### src/rtl/run_dump_ctrl.sv
// Run/dump controller: lets a CPU execute until a halt instruction or a cycle
// budget runs out, then streams r0-r7 and m0-m31 out over a valid/ready port.
module run_dump_ctrl #(
    parameter int          MAX_CYCLES = 200,
    parameter int          DATA_W     = 16,
    parameter logic [15:0] HALT_INSTR = 16'hFFFF
) (
    input  logic              clk_i,
    input  logic              rst_n,
    input  logic              start_i,
    input  logic [15:0]       instr_i,
    output logic              pc_en_o,
    output logic [2:0]        rf_addr_o,
    input  logic [DATA_W-1:0] rf_data_i,
    output logic [4:0]        dm_addr_o,
    input  logic [DATA_W-1:0] dm_data_i,
    output logic              dump_valid_o,
    input  logic              dump_ready_i,
    output logic [DATA_W-1:0] dump_data_o,
    output logic [5:0]        dump_idx_o,
    output logic [15:0]       cycle_cnt_o,
    output logic              done_o,
    output logic              timeout_o
);

    typedef enum logic [1:0] {
        ST_IDLE = 2'd0,
        ST_RUN  = 2'd1,
        ST_DUMP = 2'd2,
        ST_DONE = 2'd3
    } state_t;

    localparam logic [15:0] LP_LAST_CYCLE = 16'(MAX_CYCLES - 1);
    localparam logic [5:0]  LP_LAST_IDX   = 6'd39;
    localparam logic [5:0]  LP_RF_WORDS   = 6'd8;

    state_t      r_state;
    state_t      w_state_nxt;
    logic [15:0] r_cycle_cnt;
    logic [15:0] w_cycle_cnt_nxt;
    logic        r_timeout;
    logic        w_timeout_nxt;
    logic [5:0]  r_dump_idx;
    logic [5:0]  w_dump_idx_nxt;
    logic        r_dump_valid;
    logic        w_dump_valid_nxt;
    logic        r_done;
    logic        w_done_nxt;
    logic        w_halt;
    logic        w_pc_en;
    logic        w_xfer;

    // Decode of the fetched instruction and the dump handshake.
    always_comb begin
        w_halt = (instr_i == HALT_INSTR);
        w_xfer = r_dump_valid && dump_ready_i;
    end

    // Next-state and next-value logic; pc_en is the only Mealy output.
    always_comb begin
        w_state_nxt      = r_state;
        w_cycle_cnt_nxt  = r_cycle_cnt;
        w_timeout_nxt    = r_timeout;
        w_dump_idx_nxt   = r_dump_idx;
        w_dump_valid_nxt = r_dump_valid;
        w_done_nxt       = r_done;
        w_pc_en          = 1'b0;
        case (r_state)
            ST_IDLE: begin
                if (start_i) begin
                    w_state_nxt = ST_RUN;
                end else begin
                    w_state_nxt = ST_IDLE;
                end
            end
            ST_RUN: begin
                if (w_halt) begin
                    // Halt wins over the budget check: nothing executes or counts.
                    w_state_nxt      = ST_DUMP;
                    w_dump_idx_nxt   = 6'd0;
                    w_dump_valid_nxt = 1'b1;
                end else begin
                    w_pc_en = 1'b1;
                    if (r_cycle_cnt != 16'hFFFF) begin
                        w_cycle_cnt_nxt = r_cycle_cnt + 16'd1;
                    end else begin
                        w_cycle_cnt_nxt = r_cycle_cnt;
                    end
                    if (r_cycle_cnt == LP_LAST_CYCLE) begin
                        w_state_nxt      = ST_DUMP;
                        w_timeout_nxt    = 1'b1;
                        w_dump_idx_nxt   = 6'd0;
                        w_dump_valid_nxt = 1'b1;
                    end else begin
                        w_state_nxt = ST_RUN;
                    end
                end
            end
            ST_DUMP: begin
                if (w_xfer) begin
                    if (r_dump_idx == LP_LAST_IDX) begin
                        w_state_nxt      = ST_DONE;
                        w_dump_valid_nxt = 1'b0;
                        w_done_nxt       = 1'b1;
                    end else begin
                        w_dump_idx_nxt = r_dump_idx + 6'd1;
                    end
                end else begin
                    w_state_nxt = ST_DUMP;
                end
            end
            ST_DONE: begin
                w_state_nxt = ST_DONE;
            end
            default: begin
                w_state_nxt      = ST_IDLE;
                w_dump_valid_nxt = 1'b0;
                w_done_nxt       = 1'b0;
            end
        endcase
    end

    // State and output registers.
    always_ff @(posedge clk_i or negedge rst_n) begin
        if (!rst_n) begin
            r_state      <= ST_IDLE;
            r_cycle_cnt  <= 16'd0;
            r_timeout    <= 1'b0;
            r_dump_idx   <= 6'd0;
            r_dump_valid <= 1'b0;
            r_done       <= 1'b0;
        end else begin
            r_state      <= w_state_nxt;
            r_cycle_cnt  <= w_cycle_cnt_nxt;
            r_timeout    <= w_timeout_nxt;
            r_dump_idx   <= w_dump_idx_nxt;
            r_dump_valid <= w_dump_valid_nxt;
            r_done       <= w_done_nxt;
        end
    end

    // Debug read addresses follow the dump index; memory words start at index 8.
    always_comb begin
        rf_addr_o   = r_dump_idx[2:0];
        dm_addr_o   = r_dump_idx[4:0] - 5'd8;
        if (r_dump_idx < LP_RF_WORDS) begin
            dump_data_o = rf_data_i;
        end else begin
            dump_data_o = dm_data_i;
        end
        pc_en_o      = w_pc_en;
        dump_valid_o = r_dump_valid;
        dump_idx_o   = r_dump_idx;
        cycle_cnt_o  = r_cycle_cnt;
        done_o       = r_done;
        timeout_o    = r_timeout;
    end

endmodule
### config.mk
export PLATFORM = sky130hd
export DESIGN_NAME = run_dump_ctrl
export DESIGN_NICKNAME = d
export VERILOG_FILES = /design/src/rtl/run_dump_ctrl.sv
export SDC_FILE = /design/constraint.sdc
export NUM_CORES = 1
export LEC_CHECK = 0
export CAP_MARGIN = 20
export CORE_ASPECT_RATIO = 1.25
export CORE_MARGIN = 4
export CORE_UTILIZATION = 34
export CTS_CLUSTER_SIZE = 16
export DETAILED_ROUTE_END_ITERATION = 7
export PLACE_DENSITY = 0.76
export SLEW_MARGIN = 25
export SYNTH_ARGS = -nofsm -noshare
export SYNTH_HDL_FRONTEND = slang
export SYNTH_SLANG_ARGS = --single-unit
### constraint.sdc
create_clock -name clk_i -period 1.6 [get_ports clk_i]
set_input_delay 0.16 -clock clk_i [delete_from_list [all_inputs] [get_ports clk_i]]
set_output_delay 0.16 -clock clk_i [all_outputs]
set_load 0.02 [all_outputs]
==> After elaboration in Yosys (flattened, before gate mapping) <==
Cells that the tools add are included.
{ "word_totals": {"ff_bits": 27, "latchBits": 0, "mem_bits_rw": 0, "rom_bits": 0, "input_bits": 52, "out_inout_bits": 50, "wordCells": 50, "memories": 0} }
{ "classes": {"n_addsub": 3, "n_mul": 0, "div_mod_pow": 0, "n_lt_le_gt_ge": 1, "n_eq_ne": 12, "n_shift": 0, "mux": 19, "n_bitwise": 1, "n_reduce_logical": 8} }
{ "op_table": {"columns": ["operator", "n"], "rows": [
  ["6-bit two-way mux", 4],
  ["16-bit by 1-bit adder with 16-bit output (second input constant)", 1],
  ["16-bit == test (second input constant)", 1],
  ["16-bit by 8-bit == test with 1-bit output (second input constant)", 1],
  ["16-bit two-way mux", 1],
  ["16-bit inequality test (second input constant)", 1],
  ["6-bit case mux with 2 select lines", 1],
  ["3-bit AND reduction", 3],
  ["2-bit two-way mux", 4],
  ["2-bit case mux with 4 select lines", 1],
  ["4-bit AND reduction", 2],
  ["1-bit two-way mux", 7],
  ["6-bit by 1-bit adder with 6-bit output (second input constant)", 1],
  ["6-bit == test (second input constant)", 1],
  ["6-bit by 4-bit < comparator with 1-bit output (second input constant)", 1],
  ["2-bit inequality test (second input constant)", 3],
  ["3-bit inequality test (second input constant)", 2],
  ["5-bit by 4-bit subtractor with 5-bit output (second input constant)", 1],
  ["2-bit == test (second input constant)", 2],
  ["2-bit by 1-bit == test with 1-bit output (second input constant)", 1],
  ["2-bit zero test", 1],
  ["1-bit case mux with 2 select lines", 1],
  ["2-bit nonzero test", 1],
  ["1-bit logical AND", 1],
  ["1-bit inverter", 1]
]} }

==> Depth between registers and ports, before layout <==
{ "depth": {"depth_word": 4, "mapped_depth": 6, "depth_no_buf": 6} }

==> Least setup slack after synthesis <==
OpenSTA, ideal clock, no wires.
{ "synth_path": {"path_kind": "reg-to-reg", "startpoint": "register r_dump_idx[0] (netlist: dump_idx_o[0])", "endpoint": "register r_dump_idx[2] (netlist: dump_idx_o[2])", "setup_time_ns": 0.118, "arrival_time_ns": 1.768, "t_required_ns": 1.482, "setup_slack_ns": -0.286, "path_stages_with_launch": 7, "n_path_buf": 0, "period_less_slack_ns": 1.886, "path_cell_list": "dfrtp_1 ha_1 nand3_1 o311a_1 o221ai_2 o32ai_2 a21o_1"} }
{ "synth_via": {"elab_chain_cells": 4, "word_cells_on_any_way": 7, "cone_classes": "add/sub: 1; eq/ne: 2; mux: 3; reduce/logical: 1"} }
{ "synth_lines": {"columns": ["item", "line_no", "source"], "rows": [
  ["from (decl)", "43", "logic [5:0] r_dump_idx;"],
  ["from (signal assigned)", "136", "r_dump_idx <= w_dump_idx_nxt;"],
  ["6-bit by 1-bit adder with 6-bit output", "106", "w_dump_idx_nxt = r_dump_idx + 6'd1;"],
  ["6-bit two-way mux", "101", "if (r_dump_idx == LP_LAST_IDX) begin"],
  ["6-bit two-way mux", "100", "if (w_xfer) begin"],
  ["6-bit case mux with 2 select lines", "68", "case (r_state)"]
]} }
Parallel ways exist; a longest one is shown, timed or not. The select of a mux whose other input is x is not followed.
A chain may end at the register's enable or synchronous reset.

==> Final worst setup path <==
{ "layout_path": {"startpoint": "register r_dump_idx[3] (netlist: dump_idx_o[3])", "endpoint": "output dump_data_o[13]"} }
{ "layout_via": {"elab_chain_cells": 2} }
{ "layout_lines": {"columns": ["item", "line_no", "source"], "rows": [
  ["6-bit by 4-bit < comparator with 1-bit output", "146", "if (r_dump_idx < LP_RF_WORDS) begin"],
  ["16-bit two-way mux", "146", null],
  ["to (decl)", "19", "output logic [DATA_W-1:0] dump_data_o,"]
]} }
No other way between the ends.

==> impl_results.md <==
* Post-DP HPWL at 4980 um
* First-pass GRT wire length at 10100 um
* Vias in the first global route at 2030
* Layout cells sized above 1 at 0.448
* GRT Total Usage at 0.205
* Drt first pass iters at 4
* Final core occ at 0.776
* Most frequent cells after synthesis: 27 x dfrtp_1, 17 x mux2_2, 11 x nand2_1, 11 x nand3_1, 11 x xnor2_1
* Min Tclk post-route at 1830 ps
* Slew @ Worst Pin at 369 ps
* Initial Util at 0.359
* Nets@finish at 386
* Clock transition at the registers of the reported paths at 90 ps
* # hold bufs at CTS at 0
* Status: finished with violations
* Most common cell in the synthesized netlist: dfrtp_1
* Crit path kind: register to primary output
* CP startpoint kind: register
* Die height at 87.9 um
* Fin Hold WS at 246 ps
* XOR/XNOR share of the synthesized area at 0.0807
* Via count at 2033
* Routability cong. at 0.835
* Top-Level Pins at 102
* Slew margin rel. at 0.752
* PortBufs at 101
* Seq/Total Area, Yosys at 0.389
* # fillers at 300
* TritonCTS clock tree: built
* RSZ-0062 raised after global routing: true
* Pins Over Slew Limit at 0
* Aggregate global routing overflow at 0
* EDFF count, synth at 0
* Largest family of logic cells by synthesized area: simple AND/OR/NAND/NOR gates
* Placed Cells at 371
* Setup-failing EPs final at 39
* Max_cap viols at 0
* Antenna violations before repair at 0
* Min-Delay Path Class: input port to asynchronous set/reset pin
* Yosys Warn Count at 0
* Compound-Gate Fraction of Synth Area at 0.129
* Fin crit share at 1.15
* Design Area, Final at 3750 um^2
* Share of the synthesized area in the top cell type at 0.389
* Placed cell area at 3280 um^2
* WL/cell at 18.7 um
* N_diodes at 0
* CP arrival at 1670 ps
* Worst endpoint required time at 1440 ps
* Critical path fanouts, max at 8
* Tot Pwr at 0.00332 W
* Row count at 28
* Synthesized area at 1740 um^2
* Post-synth ARST share at 1.00
* DRC viols at 0
* DR iter-0 viols at 34
* Area contributors post-synth: dfrtp_1 39%, mux2_2 11%, xnor2_1 5.5%
* Mux cell area share after synthesis at 0.110
* Vias per inst at 5.27
* Syn Inst Count at 166
* Clk buf depth at 2
* CP endpoint kind: primary output
* Pin count of the biggest net entering global routing at 28
* Post-Synth Adder-Cell Area at 0.0504
* Post-Synth Simple-Gate Area at 0.190
* Post-route non-filler standard cell count at 386
* Register bit total from synthesis at 27
* P_leak at 2.06 nW
* Post-route ant nets at 0
* Yosys top cell by area: dfrtp_1
* Syn Area/Cell at 10.5 um^2
* Clock Skews at 4.47 ps
* Syn nets at 225
* Max Freq at 0.545 GHz
* Core area at 4830 um^2
* Final worst slack at -234 ps
* Pwr/cell area at 885 nW/um^2
* Failing checks: negative setup slack
* Worst-Skew Late Latency at 280 ps
* Post-Route WL at 7210 um
* Die area at 6320 um^2
* CTS root buffer: clkbuf_8
* Main synth FF type: dfrtp_1
* Width of the die at 71.9 um
* Peak supply drop at 0.958 mV
* # H-tree levels at 1
* CTS Buf Count at 3
* Syn-to-layout area delta at 116%
* Sink Count at 27
* Cell variety after synth at 45
* Fin. Hold Viols at 0
==> flip-flops by register name, summed over array words and instances (netlist names) <==
name and flops:
cycle_cnt_o 16, dump_idx_o 6, r_state 2, done_o 1, dump_valid_o 1, timeout_o 1
==> cells by family (layout without fill, tap and decap cells) <==
group                      after synthesis  count (layout)
adders and majority gates                7               7
muxes                                   17              17
AOI/OAI and AO/OA                       25              25
and+or+nand+nor                         57              57
buffers and inverters                   17             177
DFF                                     27              27
xor gates and xnor gates                16              16
==> path summary, 6_finish.rpt <==
kind | end | cells after the start | startpoint | slack (ps)
setup / recovery | dump_data_o[13] | 4 | dump_idx_o[3] | -230
hold / removal | cycle_cnt_o[2] | 2 | rst_n | 250
setup reg to reg | dump_idx_o[3] | 6 | cycle_cnt_o[10] | -200
hold reg to reg | done_o | 1 | done_o | 520
max in group asynchronous | dump_idx_o[4] | 2 | rst_n | 1070
min in group clk_i | done_o | 1 | done_o | 520
==> placed cells by master, fill, tap and decap left out, types with 3 or more instances in the layout <==
| cell | n |
|---|---|
| dfrtp_1 | 19 |
| buf_6 | 21 |
| dlygate4sd2_1 | 8 |
| clkbuf_8 | 3 |
| nand2_1 | 11 |
| xnor2_1 | 10 |
| dlymetal6s2s_1 | 29 |
| dfrtp_2 | 8 |
| mux2_4 | 16 |
| nand3_2 | 4 |
| nand4_1 | 9 |
| buf_4 | 53 |
| xor2_1 | 5 |
| clkdlybuf4s50_1 | 46 |
| buf_12 | 4 |
| ha_4 | 3 |
| inv_1 | 8 |
| nand3_1 | 6 |
| ha_1 | 3 |
| o21ai_1 | 3 |
==> critical path: stages, from the launching register on <==
cell and delay (ps):
dfrtp_1 420, nor3_4 290, clkbuf_16 230, mux2_4 310, buf_6 130
==> power breakdown <==
group / internal [W] / switching, W
combinational: 0.00112 / 0.000885
sequential: 0.000807 / 0.000107
clock: 0.000179 / 0.000220
==> timing repair <==
action | CTS | global route
gates resized for setup | 151 | 45
setup endpoints to repair | 46 | 57
pin swaps | 26 | 33
buffers inserted | 5 | 7
cloned | 1 | 0
==> per-stage QoR <==
stage | setup WS [ps] | TNS [ps]
CTS | -259 | -5160
floorplan | -96.0 | -704
finish | -234 | -5380
global placement | -347 | -11100
global route | -292 | -7620
detailed placement | -362 | -11780
==> area by class of cell <==
cell class	count	area, um^2	area share
repair buffers	164	1640	0.438
multi-input cells	122	1270	0.338
flip-flops and latches	27	686	0.183
well taps	60	75.1	0.0200
clock buffers	4	45.0	0.0120
inverters	9	33.8	0.00901
==> per-layer routing <==
metal  vias up  part of all wire  GRT usage
li1        941                 -          -
met1       971              0.37      0.224
met2       108              0.53      0.390
met3        13             0.083     0.0413
met4         0             0.020     0.0667
met5         -                 0          0
Note: power is estimated with default switching activity, not from simulation.
==> patch (same settings) <==
Change the parameter `DATA_W` from 16 to 12.
--- a/src/rtl/run_dump_ctrl.sv
+++ b/src/rtl/run_dump_ctrl.sv
@@ -3,5 +3,5 @@
 module run_dump_ctrl #(
     parameter int          MAX_CYCLES = 200,
-    parameter int          DATA_W     = 16,
+    parameter int          DATA_W     = 12,
     parameter logic [15:0] HALT_INSTR = 16'hFFFF
 ) (
Interface: changed (resized dm_data_i, dump_data_o and rf_data_i); port bits go from 102 to 90. No check against the original RTL was run, so the function may have changed too.
==> patch against the original RTL <==
  * The flow still finishes with violations (negative setup slack)
  * Routed wire length shrank 8.4%
  * Via count is 4.9% lower
  * Sequential cell count unchanged
  * Sequential share of layout area is 1.1 points higher
  * Hold slack better by 0.012 ns
  * Power fell by 2.9%
  * Setup slack better by 0.10 ns
  * Design area is 6.0% lower
  * Combinational power is 4% lower
  * Synthesized area down 2.9%
  * Critical path type is now reg -> reg
  * Critical endpoint is now dump_idx_o[3]
==> patch: results (changes against the original RTL) <==
maximum clock path buffer count 2 (unchanged); Static Leak 1.887 nW (-8.5%); non-filler cells, final 369 (-4.4%); Worst Path Max Fanout 6 (-2); Commonest cells post-synth dfrtp_1 (27), mux2_2 (13), nand2_1 (11), nand3_1 (11), xnor2_1 (11); Slew @ Worst Pin 0.4529 ns (+0.08429 ns); initial drt markers 48 (+41%); Net Count, Synth 213 (-5.3%); Total GRT Usage 19.87% (-0.60 points); worst vdd ir 0.7923 mV (-17%); Worst Slack Setup Final -0.1314 ns (+0.1028 ns); Netlist cell types 44 (-2.2%); Layout fillers 335 (+12%); clk_lat worst skew 0.27 ns; failing checks negative setup slack; type of the most critical hold path in -> async; H-tree levels 1 (unchanged); TritonCTS Buffers 3 (unchanged); routed vias 1,934 (-4.9%); FF-to-FF path depth 6 (unchanged); Post-synth ARST share 100.0% (unchanged); Port Buf Inserts 89 (-12%); TritonRoute pass-1 iters 4 (unchanged); fin nets 361 (-6.5%); share of cells above drive strength 1 47.90% (+3.1 points); Avg Cell Area, Syn 10.41 um^2 (-0.48%); Worst R2R End dump_idx_o[3]; CTS Root Cell clkbuf_8; top cells by area, synth dfrtp_1 (40%), mux2_2 (8.7%), xnor2_1 (5.7%), ha_1 (5.2%), nand4_1 (3.3%); global-route wire length before repair 9839 um (-2.5%); routability cong. 0.7988 (-4.3%); clk slew on worst S/H paths 0.09 ns (about the same); max reg flops 16 (unchanged); Post-synth top flop dfrtp_1; final HPWL from detailed placement 4498 um (-9.6%); initial antenna violation count 0 (unchanged); antenna cell count 0 (unchanged); RR Startpoint cycle_cnt_o[10]; Pint 2.038 mW (-3.3%); worst-case clock skew 0.007552 ns (+0.003085 ns); pin count of the biggest net entering global routing 28 (unchanged); r2r setup slk -0.13 ns (+0.07 ns); DP Cell Count 349 (-5.9%); status complete, but fails checks; Seq/Total Area, Yosys 40.06% (+1.2 points); average wire per standard cell 17.90 um (-4.2%); total DRC errors in the routed layout 0 (unchanged); vias in the first global route 2,082 (+2.6%); synth warn 0 (unchanged); final setup fails 28 (-28%); pre-CTS setup slack -0.4721 ns (-0.1101 ns)
==> patch: changes by cell type after synthesis, sizes merged <==
cell,unedited run,this run
mux2,17,13
==> patch: routing by layer <==
metal	up-vias	share of wire [%]	global-route usage, %
met3	14	7.3	4.524
met5	-	0	0
met4	0	1.9	5.470
li1	891	-	-
met1	937	37	21.19
met2	92	54	38.57
==> patch: area by class of cell <==
cell class	count	share of cell area [%]
Clock buffer	4	1.278
Inverter	9	0.9581
Multi-Input combinational cell	118	35.81
Sequential cell	27	19.41
Tap cell	60	2.129
Timing Repair Buffer	151	40.42
==> patch: critical path: stages (launching register included) <==
cell,delay (ns)
dfrtp_1,0.43
nor4_4,0.29
buf_4,0.16
and4b_2,0.27
o221ai_4,0.17
a41oi_2,0.23
o22ai_2,0.08
==> patch: worst max path at each step <==
stage	cells after the start	end	from	slack, ns
6_report	6	dump_idx_o[3]	cycle_cnt_o[10]	-0.13
3_5_place_dp	6	pc_en_o	instr_i[15]	-0.47
5_1_grt	6	dump_idx_o[3]	cycle_cnt_o[10]	-0.21
3_3_place_gp	6	pc_en_o	instr_i[15]	-0.46
2_1_floorplan	6	cycle_cnt_o[11]	cycle_cnt_o[3]	-0.1
4_1_cts	4	dump_data_o[11]	dump_idx_o[5]	-0.16
==> patch: logic make-up after synthesis <==
logic type	after synthesis	synth area share [%]
xor gates and xnor gates	16	8.308
adders and majority gates	7	5.193
DFF	27	40.06
buffers and inverters	17	5.192
and+or+nand+nor	57	19.29
AOI/OAI and AO/OA	25	13.28
muxes	13	8.680
==> patch: metrics by stage <==
step / hold slack, ns / cell area [um^2] / TNS [ns] / util, % / total power [mW]
floorplan: -0.1356 / 1773 / -0.7059 / - / 1.656
global placement: 0.4510 / 3023 / -10.56 / 63.45 / 2.450
detailed placement: 0.4825 / 3023 / -11.78 / 63.45 / 2.480
CTS: 0.2839 / 3351 / -2.315 / 70.33 / 3.162
global route: 0.2897 / 3526 / -4.627 / 74.00 / 3.393
finish: 0.2583 / 3526 / -2.223 / 74.00 / 3.225
==> patch: timing repair <==
item / in CTS / in global routing
buffers inserted: 13 / 4
setup endpoints to repair: 42 / 54
gates resized for setup: 146 / 55
gates cloned: 1 / 0
pin swaps: 28 / 28
endpoints found under the hold margin: 0 / 0
==> patch: power by group through the flow <==
| stage | clock network [mW] | logic [mW] | registers [mW] |
|---|---|---|---|
| 2_1_floorplan | 0 | 0.578 | 1.08 |
| 3_3_place_gp | 0 | 1.55 | 0.901 |
| 3_5_place_dp | 0 | 1.57 | 0.906 |
| 4_1_cts | 0.390 | 1.87 | 0.906 |
| 5_1_grt | 0.426 | 2.04 | 0.925 |
| 6_report | 0.389 | 1.93 | 0.910 |
